### src/rtl/multicycle_ctrl.sv
// Multicycle RISC-V control FSM with unified-memory handshake and a sticky illegal-opcode flag.
// Optional retirement counter output enabled by defining MULTICYCLE_CTRL_RETIRE_CNT_EN.
module multicycle_ctrl (
  input  logic        clk,
  input  logic        arst,
  input  logic [6:0]  opcode,
  input  logic        mem_ready,
  input  logic        branch_taken,
  output logic        mem_req,
  output logic        mem_we,
  output logic        iord,
  output logic        ir_write,
  output logic        pc_write,
  output logic        reg_write,
  output logic        pc_src,
  output logic        alu_src_a,
  output logic [1:0]  alu_src_b,
  output logic [1:0]  alu_op,
  output logic [1:0]  mem_2_reg,
  output logic        illegal,
  output logic [3:0]  state
`ifdef MULTICYCLE_CTRL_RETIRE_CNT_EN
  ,
  output logic [31:0] retired_cnt
`endif
);

  typedef enum logic [3:0] {
    FETCH    = 4'd0,
    DECODE   = 4'd1,
    EXEC     = 4'd2,
    ALU_WB   = 4'd3,
    MEM_ADDR = 4'd4,
    MEM_RD   = 4'd5,
    MEM_WB   = 4'd6,
    MEM_WR   = 4'd7,
    BRANCH   = 4'd8,
    JUMP     = 4'd9,
    HALT     = 4'd10
  } state_t;

  localparam logic [6:0] OP_R      = 7'b0110011;
  localparam logic [6:0] OP_I      = 7'b0010011;
  localparam logic [6:0] OP_LOAD   = 7'b0000011;
  localparam logic [6:0] OP_STORE  = 7'b0100011;
  localparam logic [6:0] OP_BRANCH = 7'b1100011;
  localparam logic [6:0] OP_JAL    = 7'b1101111;

  state_t state_q, state_d;
  logic   rtype_q, rtype_d;
  logic   illegal_q, illegal_d;

  // R/I distinction is captured in DECODE so EXEC never looks at opcode.
  always_comb begin
    state_d = state_q;
    rtype_d = rtype_q;
    case (state_q)
      FETCH:    if (mem_ready) state_d = DECODE;
      DECODE: begin
        rtype_d = (opcode == OP_R);
        case (opcode)
          OP_R, OP_I:         state_d = EXEC;
          OP_LOAD, OP_STORE:  state_d = MEM_ADDR;
          OP_BRANCH:          state_d = BRANCH;
          OP_JAL:             state_d = JUMP;
          default:            state_d = HALT;
        endcase
      end
      EXEC:     state_d = ALU_WB;
      ALU_WB:   state_d = FETCH;
      MEM_ADDR: begin
        if (opcode == OP_LOAD)       state_d = MEM_RD;
        else if (opcode == OP_STORE) state_d = MEM_WR;
        else                         state_d = HALT;
      end
      MEM_RD:   if (mem_ready) state_d = MEM_WB;
      MEM_WB:   state_d = FETCH;
      MEM_WR:   if (mem_ready) state_d = FETCH;
      BRANCH:   state_d = FETCH;
      JUMP:     state_d = FETCH;
      HALT:     state_d = HALT;
      default:  state_d = HALT;
    endcase
    illegal_d = illegal_q | (state_d == HALT);
  end

  always_ff @(posedge clk or posedge arst) begin
    if (arst) begin
      state_q   <= FETCH;
      rtype_q   <= 1'b0;
      illegal_q <= 1'b0;
    end else begin
      state_q   <= state_d;
      rtype_q   <= rtype_d;
      illegal_q <= illegal_d;
    end
  end

`ifdef MULTICYCLE_CTRL_RETIRE_CNT_EN
  logic        retire;
  logic [31:0] retired_q, retired_d;

  always_comb begin
    retire    = (state_d == FETCH) &&
                (state_q inside {ALU_WB, MEM_WB, MEM_WR, BRANCH, JUMP});
    retired_d = retire ? retired_q + 32'd1 : retired_q;
  end

  always_ff @(posedge clk or posedge arst) begin
    if (arst) retired_q <= 32'd0;
    else      retired_q <= retired_d;
  end

  assign retired_cnt = retired_q;
`endif

  // Strobes are held low while arst is high so an in-flight memory access is dropped at once.
  always_comb begin
    mem_req   = 1'b0;
    mem_we    = 1'b0;
    iord      = 1'b0;
    ir_write  = 1'b0;
    pc_write  = 1'b0;
    reg_write = 1'b0;
    pc_src    = 1'b0;
    alu_src_a = 1'b0;
    alu_src_b = 2'b00;
    alu_op    = 2'b00;
    mem_2_reg = 2'b00;
    if (!arst) begin
      case (state_q)
        FETCH: begin
          mem_req   = 1'b1;
          alu_src_b = 2'b01;
          ir_write  = mem_ready;
          pc_write  = mem_ready;
        end
        DECODE:   alu_src_b = 2'b10;
        EXEC: begin
          alu_src_a = 1'b1;
          alu_src_b = rtype_q ? 2'b00 : 2'b10;
          alu_op    = rtype_q ? 2'b10 : 2'b00;
        end
        ALU_WB:   reg_write = 1'b1;
        MEM_ADDR: begin
          alu_src_a = 1'b1;
          alu_src_b = 2'b10;
        end
        MEM_RD: begin
          mem_req = 1'b1;
          iord    = 1'b1;
        end
        MEM_WB: begin
          reg_write = 1'b1;
          mem_2_reg = 2'b01;
        end
        MEM_WR: begin
          mem_req = 1'b1;
          mem_we  = 1'b1;
          iord    = 1'b1;
        end
        BRANCH: begin
          alu_src_a = 1'b1;
          alu_op    = 2'b01;
          pc_src    = 1'b1;
          pc_write  = branch_taken;
        end
        JUMP: begin
          reg_write = 1'b1;
          mem_2_reg = 2'b10;
          pc_src    = 1'b1;
          pc_write  = 1'b1;
        end
        default: ;
      endcase
    end
  end

  assign illegal = illegal_q;
  assign state   = state_q;

endmodule
### config.mk
export PLATFORM = sky130hd
export DESIGN_NAME = multicycle_ctrl
export DESIGN_NICKNAME = d
export VERILOG_FILES = /design/src/rtl/multicycle_ctrl.sv
export SDC_FILE = /design/constraint.sdc
export NUM_CORES = 1
export LEC_CHECK = 0
export ABC_AREA = 1
export CORE_AREA = 2 2 39 41
export CTS_CLUSTER_DIAMETER = 40
export DETAILED_ROUTE_END_ITERATION = 8
export DIE_AREA = 0 0 41 43
export DONT_BUFFER_PORTS = 1
export PLACE_DENSITY_LB_ADDON = 0.08
export SYNTH_ARGS = -nofsm -noshare
export SYNTH_HDL_FRONTEND = slang
export SYNTH_SLANG_ARGS = --single-unit
### constraint.sdc
create_clock -name clk -period 1.3 [get_ports clk]
set_input_delay 0.13 -clock clk [delete_from_list [all_inputs] [get_ports clk]]
set_output_delay 0.13 -clock clk [all_outputs]
set_load 0.01 [all_outputs]
After elaboration in Yosys (flattened, before gate mapping)
Cells that the tools add are included.
{"block": "word_totals", "reg_bits": 6, "in_bits": 11, "out_inout_bits": 19, "word_cells": 61}
{"block": "classes", "n_eq_ne": 16, "n_mux": 31, "bitwise": 1, "n_reduce_logical": 10}
{"operator": "one-hot mux 4 bit (7 select lines)", "n": 1}
{"operator": "2-to-1 mux 4 bit", "n": 5}
{"operator": "equality test 4 x 3 -> 1 bit (second input constant)", "n": 4}
{"operator": "one-hot mux 4 bit (4 select lines)", "n": 1}
{"operator": "2-to-1 mux 1 bit", "n": 15}
{"operator": "equality test 7 x 6 -> 1 bit (second input constant)", "n": 2}
{"operator": "equality test 7 bit (second input constant)", "n": 2}
{"operator": "equality test 4 bit (second input constant)", "n": 3}
{"operator": "2-to-1 mux 2 bit", "n": 5}
{"operator": "OR reduction 2 bit", "n": 5}
{"operator": "OR reduction 3 bit", "n": 3}
{"operator": "equality test 4 x 2 -> 1 bit (second input constant)", "n": 2}
{"operator": "one-hot mux 2 bit (2 select lines)", "n": 2}
{"operator": "equality test 7 x 2 -> 1 bit (second input constant)", "n": 1}
{"operator": "equality test 7 x 5 -> 1 bit (second input constant)", "n": 1}
{"operator": "one-hot mux 2 bit (3 select lines)", "n": 1}
{"operator": "equality test 4 x 1 -> 1 bit (second input constant)", "n": 1}
{"operator": "zero test 4 bit", "n": 1}
{"operator": "OR reduction 4 bit", "n": 1}
{"operator": "one-hot mux 1 bit (3 select lines)", "n": 1}
{"operator": "bitwise OR 1 bit", "n": 1}

Longest topological paths before layout
{"block": "logic_depth", "word_depth": 6, "ltp_mapped": 10, "mapped_depth_nobuf": 10}

Worst setup path before layout
No wires, ideal clock.
{"block": "synth_timing", "kind": "reg-to-output", "start": "register state_q[1], in the netlist state[1]", "end": "output pc_write", "arrival_time_ps": 1178, "required_time_ps": 1170, "slack_ps": -8, "stages_incl_launch_ff": 7, "n_path_buf": 1, "cell_sequence": "dfrtp_1 -> buf_4 -> inv_1 -> nand2_2 -> nor2_1 -> inv_1 -> a31oi_1"}
{"block": "synth_via", "elab_chain_len": 3, "word_cells_on_any_way": 5, "classes_between": "eq/ne (2); mux (2); reduce/logical (1)"}
{"element": "start: declaration", "line_no": "49", "source": "state_t state_q, state_d;"}
{"element": "start signal: assignment", "line_no": "93", "source": "state_q <= state_d;"}
{"element": "equality test 4 bit or zero test 4 bit (tied branches)", "line_no": "131", "source": "case (state_q)"}
{"element": "one-hot mux 1 bit (3 select lines) (*)", "line_no": "131"}
{"element": "2-to-1 mux 1 bit (*)", "line_no": "130", "source": "if (!arst) begin"}
{"element": "end: declaration", "line_no": "13", "source": "output logic pc_write,"}
Every way passes the cells marked *; elsewhere a longest branch is shown, timed or not.

Final worst setup path
{"block": "layout_timing", "start": "register state_q[2], in the netlist state[2]", "end": "output alu_src_b[1]"}
{"block": "layout_via", "elab_chain_len": 4, "word_cells_on_any_way": 7, "classes_between": "eq/ne (3); mux (2); reduce/logical (2)"}
{"element": "equality test 4 x 3 -> 1 bit or equality test 4 x 1 -> 1 bit (tied branches)", "line_no": "131"}
{"element": "OR reduction 2 bit (no line)"}
{"element": "one-hot mux 2 bit (3 select lines) (*)", "line_no": "131"}
{"element": "2-to-1 mux 2 bit (*)", "line_no": "130"}
{"element": "end: declaration", "line_no": "17", "source": "output logic [1:0] alu_src_b,"}
Marks and branches as above.

==> results.md <==
* Yosys top cell by area: dfrtp_1
* Vias at 813
* Cts bufs inserted at 3
* Wire per inst at between 10 and 15 microns
* CTS Root Cell: clkbuf_4
* Post-synth ARST share at 100%
* Final setup margin at -187 ps
* Nets@finish at 147
* Critical path's top delay family: flip-flops
* Post-Syn Nets at about 120
* Final period utilization at 114%
* Area share of the largest cell type after synthesis at between 20% and 30%
* Crit Path Category: register to primary output
* Distinct cells, synth at 18
* Met2 wire len at 1050 microns
* Startpoint types: register
* DIE WIDTH at between 40 and 50 microns
* WL met3 at 132 microns
* Worst slew pin tran at 288 ps
* DRT antenna net count at 0
* RSZ-0062 raised after global routing: yes
* Failing checks: setup timing
* CTS tree: built
* Data required, critical path at approximately 1200 ps
* Dominant cells by area after synthesis: dfrtp_1, nand2_1, nor2_1, nand3_1, inv_1
* Pwr/cell area at 1820 mW/mm^2
* Leakage power at ~0.47 nW
* Setup violators final at 14
* H-tree level count at 1
* Arrival time worst endpoint at 1360 ps
* Buf/Inv on CP at 1
* Num rows at 14
* Commonest cells post-synth: nand2_1, nor2_1, inv_1
* Reg clk slew, reported paths at 50 ps
* Hold Vio Cnt, Final at 0
* HPWL after detailed placement at 1210 microns
* Layout cell share with drive strength beyond 1 at 59.7%
* Final cell count without fillers at 150
* Core Footprint at 0.00138 sq mm
* Post-Place Cells at 132
* Largest fanout on the critical path at 5
* Placed cell area at 708 sq um
* Cells after Synth at 105
* Wire length on met1 at roughly 870 microns
* First-pass GRT wire length at approximately 2700 microns
* Num ports at 30
* Fmax at 0.672 GHz
* Average cell area after synthesis at 5.67 sq um
* Peak VDD IR at 1140 uV
* Initial core utilization at 43.0%
* Initial antenna violation count at 0
* Final Max Tran Viols at 0
* Commonest register cell after synthesis: dfrtp_1
* Crit end category: primary output
* Final min period at 1490 ps
* Final wirelength at 2060 microns
* Crit-path max cell delay at 460 ps
* Top layer in use: met3
* Area Growth Syn to Fin at 72.5%
* Final instance area at ~0.0010 sq mm
* TritonRoute pass-1 iters at 4
* Die height at roughly 43 microns
* Register Area at 155 sq um
* Vias in the first global route at around 650
* Fillers at between 100 and 150
* Port bufs at 0
* Placer Congestion at 0.826
* Clk buf depth at 2
* Worst clock skew at 11.7 ps
* Multi-input gate area at 541 sq um
* Hold Path Class: primary input to register
* DR vias/cell at 5.42
* Crit path max-delay cell type: dfrtp_2
* Largest net degree at the start of global routing at 15
* Grt total ovfl at 0
* Number of synthesized flops with an enable pin at 0
* # diodes at 0
* Clk sinks at 6
* Post-synthesis sequential area ratio at roughly 25%
* Pre-CTS WS at -89.5 ps
* Worst-Skew Late Latency at 250 ps
* Post-Synthesis Cell Area at 596 sq um
* Die area at ~0.0018 sq mm
* DR iter-0 viols at 27
* Number of max-cap violations at 0
* Outcome: finished, violations left
* Synth warn at 0
* DRC at 0
* Total GRT Usage at between 20% and 30%
* Most frequent cell after synthesis: nand2_1
* Slew headroom at between 80% and 90%
* WHS at between 50 and 60 ps
* Post-synthesis register bit count at 6
* Cells along the critical path: nor2_4 -> nand3_2 -> a31oi_1 -> buf_4
## state kept, by name (all words and copies together) (netlist names)
register and count:
illegal 1, state 4, rtype_q 1
## per-stage QoR
stage	total power, W	TNS [ps]	utilization, %
after floorplan	0.000910	0	-
after global placement	0.00119	-310	51.2
after detailed placement	0.00119	-204	51.2
after CTS	0.00159	-1280	65.1
after global routing	0.00199	-2440	74.2
final	0.00187	-1500	74.2
## power breakdown
part	leakage [nW]	switching, W	internal, W	total [W]
logic	0.391	0.000762	0.000586	0.00135
clock network	0.0138	0.0000676	0.000104	0.000172
registers	0.0690	0.000105	0.000241	0.000346
total	0.474	0.000935	0.000931	0.00187
## per-layer routing
metal  global-route usage (%)  vias up
li1                         -      390
met1                     29.2      384
met2                     35.9       39
met3                     6.28        0
met4                     2.67        0
met5                        0        -
## worst paths after layout
check                           startpoint            to  slack, ps  cells past startpoint
min in group asynchronous             arst      state[3]        270                      2
max in group asynchronous             arst      state[1]        780                      2
worst max register to register    state[0]       illegal        -90                      9
worst max-delay path              state[2]  alu_src_b[1]       -190                      4
worst min register to register     illegal       illegal        530                      2
worst min-delay path             opcode[4]       rtype_q         50                      2
## area by class of cell
cell class	count	share of cell area, %
clock buffer	3	2.19
inverter	16	6.33
sequential	6	15.1
tap	16	1.95
multi-input combinational	81	52.6
timing repair buffer	28	21.8
## what timing repair did
| action | CTS | global route |
|---|---|---|
| endpoints found under the setup margin | 15 | 18 |
| resized for setup | 32 | 20 |
| hold buffers | 1 | 0 |
| pin swaps | 6 | 13 |
| buffers inserted | 8 | 6 |
| hold endpoints to repair | 6 | 0 |
## cells in the final DEF, fill, tap and decap left out
cell type,count
inv_1,9
clkbuf_4,3
a31oi_1,2
nor3_4,1
a31oi_4,1
nor2_1,11
inv_2,4
nand3_2,5
buf_4,24
nand2_2,7
nor2_2,11
nor2_4,7
o22ai_1,1
nand3_1,5
dfrtp_2,4
buf_6,3
o21ai_0,3
dlygate4sd3_1,1
a21oi_2,2
nor3_2,2
clkinv_1,1
inv_4,2
nand2_4,3
nand2_1,18
nor3_1,1
nand3_4,1
dfrtp_1,2
## cell families after synthesis
kind of cell,synth area share (%)
buffers and inverters,12.0
and+or+nand+nor,54.4
DFF,25.2
AOI/OAI and AO/OA,8.40
No activity file was read; power rests on OpenSTA's default activity.
